==> config.mk <==
export PLATFORM = sky130hd
export DESIGN_NAME = oam_dma_arb
export DESIGN_NICKNAME = d
export VERILOG_FILES = /design/src/rtl/oam_dma_arb.sv
export SDC_FILE = /design/constraint.sdc
export NUM_CORES = 1
export LEC_CHECK = 0
export ABC_AREA = 1
export CAP_MARGIN = 0
export CORE_UTILIZATION = 45
export CTS_BUF_LIST = sky130_fd_sc_hd__clkbuf_4 sky130_fd_sc_hd__clkbuf_8
export DETAILED_ROUTE_END_ITERATION = 6
export PLACE_DENSITY = 0.91
export RECOVER_POWER = 100
export SETUP_SLACK_MARGIN = 0.02
export SYNTH_ARGS = -nofsm -noshare
export SYNTH_HDL_FRONTEND = slang
export SYNTH_SLANG_ARGS = --single-unit
export TNS_END_PERCENT = 5
==> constraint.sdc <==
create_clock -name clk -period 4 [get_ports clk]
set_clock_uncertainty 0.2 [all_clocks]
set_input_delay 1.2 -clock clk [delete_from_list [all_inputs] [get_ports clk]]
set_output_delay 1.2 -clock clk [all_outputs]
set_load 0.005 [all_outputs]
==> src/rtl/oam_dma_arb.sv <==
// rtl/oam_dma_arb.sv - OAM DMA register/copy engine and CPU/DMA main-bus arbiter
// FFxx traffic always goes to the high bus so the CPU can run from HRAM during a copy.
module oam_dma_arb #(
  parameter logic [15:0] DMA_REG  = 16'hFF46,
  parameter logic [15:0] OAM_BASE = 16'hFE00,
  parameter int          DMA_LEN  = 160
) (
  input  logic        clk,
  input  logic        rst,
  input  logic [15:0] cpu_addr,
  input  logic [7:0]  cpu_wdata,
  input  logic        cpu_write,
  output logic [7:0]  cpu_rdata,
  output logic [15:0] mem_addr,
  output logic [7:0]  mem_wdata,
  output logic        mem_write,
  input  logic [7:0]  mem_rdata,
  output logic [7:0]  hi_addr,
  output logic [7:0]  hi_wdata,
  output logic        hi_write,
  input  logic [7:0]  hi_rdata,
  output logic        dma_active
);

  typedef enum logic [1:0] {S_IDLE, S_DELAY, S_READ, S_WRITE} state_t;

  localparam logic [7:0] LAST_IDX = 8'(DMA_LEN - 1);

  state_t     state_q, state_d;
  logic [7:0] page_q, page_d;
  logic [7:0] count_q, count_d;
  logic [7:0] data_q, data_d;

  logic        hi_page;
  logic        is_dma_reg;
  logic        dma_reg_wr;
  logic        bus_owned;
  logic [7:0]  src_page;
  logic [15:0] src_addr;
  logic [15:0] dst_addr;

  assign hi_page    = (cpu_addr[15:8] == 8'hFF);
  assign is_dma_reg = (cpu_addr == DMA_REG);
  assign dma_reg_wr = cpu_write && is_dma_reg;
  assign bus_owned  = (state_q == S_READ) || (state_q == S_WRITE);

  // Echo RAM: pages E0-FF alias C0-DF.
  assign src_page = (page_q >= 8'hE0) ? (page_q - 8'h20) : page_q;
  assign src_addr = {src_page, 8'h00} + {8'h00, count_q};
  assign dst_addr = OAM_BASE + {8'h00, count_q};

  always_ff @(posedge clk) begin
    if (!rst) begin
      state_q <= S_IDLE;
      page_q  <= 8'h00;
      count_q <= 8'h00;
      data_q  <= 8'h00;
    end else begin
      state_q <= state_d;
      page_q  <= page_d;
      count_q <= count_d;
      data_q  <= data_d;
    end
  end

  always_comb begin
    state_d = state_q;
    page_d  = page_q;
    count_d = count_q;
    data_d  = data_q;
    case (state_q)
      S_IDLE:  state_d = S_IDLE;
      S_DELAY: state_d = S_READ;
      S_READ: begin
        data_d  = mem_rdata;
        state_d = S_WRITE;
      end
      S_WRITE: begin
        count_d = count_q + 8'd1;
        state_d = (count_q == LAST_IDX) ? S_IDLE : S_READ;
      end
      default: state_d = S_IDLE;
    endcase
    // A register write restarts from any state; this cycle's bus action still happens.
    if (dma_reg_wr) begin
      page_d  = cpu_wdata;
      count_d = 8'h00;
      state_d = S_DELAY;
    end
  end

  always_comb begin
    hi_addr    = cpu_addr[7:0];
    hi_wdata   = cpu_wdata;
    hi_write   = rst && cpu_write && hi_page && !is_dma_reg;
    dma_active = rst && bus_owned;
    mem_addr   = cpu_addr;
    mem_wdata  = cpu_wdata;
    mem_write  = rst && !bus_owned && cpu_write && !hi_page;
    cpu_rdata  = mem_rdata;
    if (state_q == S_READ) begin
      mem_addr = src_addr;
    end else if (state_q == S_WRITE) begin
      mem_addr  = dst_addr;
      mem_wdata = data_q;
      mem_write = rst;
    end
    if (hi_page) begin
      cpu_rdata = is_dma_reg ? page_q : hi_rdata;
    end else if (bus_owned) begin
      cpu_rdata = 8'hFF;
    end
    if (!rst) begin
      mem_addr  = 16'h0000;
      cpu_rdata = 8'hFF;
    end
  end

endmodule

==> flow_summary.ini <==
[outcome]
status = completed

[timing]
layout_min_cycle_time_ns = 3.97
rsz0062_at_grt = true
fmax_mhz = 252
post-route-period-util = 0.992
slew_viol_final = 0
worst_pin_slew_ns = 0.570
setup_tns_ns = 0
setup_violations = 0
relSlewSlack = 0.620
hold_viol_final = 0

[route]
drc = 0
vias_per_cell = 5.48
ant_nets = 0
dr.pass1.iters = 7
wl_per_cell_um = 15.7
num_vias = 2561
drtIter0Drc = 243
totalWireLength_um = 7320

[cts]
clkTransAtPathRegs_ns = 0.10
ctsHoldBuffers = 0
cts.sinks = 26
cts_tree = yes
worstSkewPairLatency_ns = 0.28
cts_buffers = 3
cts_root_buf = clkbuf_8
htreeDepth = 1
clock_path_buffers = 2

[critical_path]
crit_path_start = cpu_addr[14]
path_cells = clkdlybuf4s50_1 > nand2_1 > nor2_2 > nand2_2 > clkinv_4 > nand2_4 > nor3_4 > dlygate4sd2_1
end_kind = output pin
r2r-end = count_q[1]
crit-reg2reg-launch = state_q[1]
start_kind = input port
critPathMaxFanout = 5
critical_path_buf_inv_count = 3
path_depth = 8
arrival_ns = 2.57
critical_path.max_stage_delay_ns = 0.47
critPathKind = input port to output pin
cpMaxStageDelayCell = clkdlybuf4s50_1
critPathCapture = hi_write
required_ns = 2.60
cp_top_family = buffers and inverters
rr_worst_depth = 7
rrSetupSlack_ns = 2.18

[die]
die-area_sq_um = 4460
initial_core_util = 0.469
die_y_um = 66.8
dieWidth_um = 66.8
io_pins = 94
core.rowCount = 23
core-area_sq_um = 4030

[flow_run]
maxCapViolations = 0

[final_layout]
stdcell_count = 467
area_growth_pct = 61.3
final_util = 0.756
insertedDiodeCount = 0
drive_gt1_frac = 0.175
nets = 463

[synth]
synth-seq-area-share = 0.275
synth.cell_area_sq_um = 1890
syn_area_per_cell_sq_um = 6.11
ys.warnings.count = 0
synth_cell_types = 28
synth_seq_cells = 26
synth.net_count = 354
synthCells = 309

[min_path]
worst_hold_path_type = flop to flop

[pwr]
p_per_area_nw_per_um2 = 196
power.leakage_nw = 1.50
ir_drop_v = 0.000196
total_power_uw = 598

[global_routing]
grt-ovfl-total = 0
grt_max_degree = 18
antenna_found_initial = 0
grt_pass1_vias = 2368
grt_pass1_wl_um = 10900
grt_usage = 0.326

[placement]
dp_cells = 450
hpwl_um = 4770
routabilityCongestion = 0.878
io_buffers = 93
[layout make-up]
| type | instances | area, sq um |
|---|---|---|
| Inverter | 43 | 174 |
| Timing Repair Buffer | 128 | 1170 |
| Clock buffer | 4 | 55.1 |
| Multi-Input combinational cell | 216 | 1070 |
| Fill cell | 281 | 982 |
| Sequential cell | 26 | 520 |
| Tap cell | 50 | 62.6 |
[where the power goes]
group	internal (mW)	switching (mW)	total (mW)	leakage (nW)
clock network	0.0884	0.0922	0.181	0.0288
registers	0.259	0.00000515	0.259	0.209
logic	0.0963	0.0627	0.159	1.26
[sequential cells by signal (all words and copies together) (netlist names)]
register	flops
count_q	8
page_q	8
data_q	8
state_q	2
[repair_timing]
action,CTS,global route
endpoints found under the setup margin,27,13
resized for setup,33,35
buffers inserted,11,2
pin swaps,4,7
gates cloned,0,0
[cell families (layout without fill, tap and decap cells)]
kind of cell               count (synthesis)  after routing  synth area share
DFF                                       26             26             0.275
and+or+nand+nor                          169            169             0.401
xor gates and xnor gates                   4              4            0.0185
AOI/OAI and AO/OA                         41             41             0.117
buffers and inverters                     67            175             0.175
adders and majority gates                  2              2            0.0132
[worst min-delay path, delay by kind of cell (launching register included)]
family           cells  cell delay (ns)
DFF                  1             0.33
and+or+nand+nor      2             0.11
[layer usage]
layer | wire [um] | global-route usage
met5 | 0 | 0
met4 | 295 | 0.162
met3 | 606 | 0.0719
met2 | 3600 | 0.556
met1 | 2830 | 0.379
[stage by stage]
stage                     hold WS, ns  area (sq um)  worst slack, ns
after global routing            0.298          3050          -0.0474
after floorplan                 0.243          1890            0.679
after detailed placement        0.257          2880           -0.361
after global placement          0.253          2880           -0.269
final                           0.276          3050           0.0301
after CTS                       0.270          3040          -0.0472
[cells in the mapped netlist, drive strengths merged]
cell type  instances  area, sq um
inv               41          156
nand4              1         6.26
nand3             32          173
clkbuf             2         7.51
o21ai             27          135
xor2               4         35.0
a22o               1         8.76
clkinv             2         7.51
nor2              37          171
buf               22          160
nor3               3         26.3
a21oi              7         35.0
o22ai              5         31.3
nand2             96          380
dfxtp             26          521
a32o               1         10.0
ha                 2         25.0
[cells in the final DEF (no fill, tap or decap)]
cell type / instances
nor2_2: 5
buf_2: 1
clkbuf_1: 2
clkbuf_2: 7
a22o_1: 1
dlymetal6s2s_1: 8
buf_6: 3
a21oi_1: 7
nor3_4: 2
nand2_1: 91
o22ai_1: 5
buf_4: 30
inv_8: 1
clkdlybuf4s15_1: 1
o21ai_0: 25
nor2_4: 4
nand2_4: 2
dlygate4sd2_1: 9
nand3_1: 31
clkbuf_8: 4
nand2_2: 3
o21ai_2: 2
clkinv_1: 1
inv_1: 33
nand4_1: 1
nand3_4: 1
xor2_1: 4
clkinv_4: 1
clkdlybuf4s50_1: 67
ha_1: 2
nor3_1: 1
a32o_1: 1
dfxtp_1: 26
nor2_1: 28
inv_2: 7
[how the worst min path moves through the flow]
stage          startpoint        end  slack, ns  cells past startpoint
2_1_floorplan   page_q[1]  page_q[1]       0.24                      2
3_3_place_gp    page_q[3]  page_q[3]       0.25                      2
3_5_place_dp    page_q[3]  page_q[3]       0.26                      2
4_1_cts         page_q[3]  page_q[3]       0.27                      2
5_1_grt         page_q[3]  page_q[3]       0.30                      2
6_report        page_q[3]  page_q[3]       0.28                      2
(Power assumes the default switching activity.)
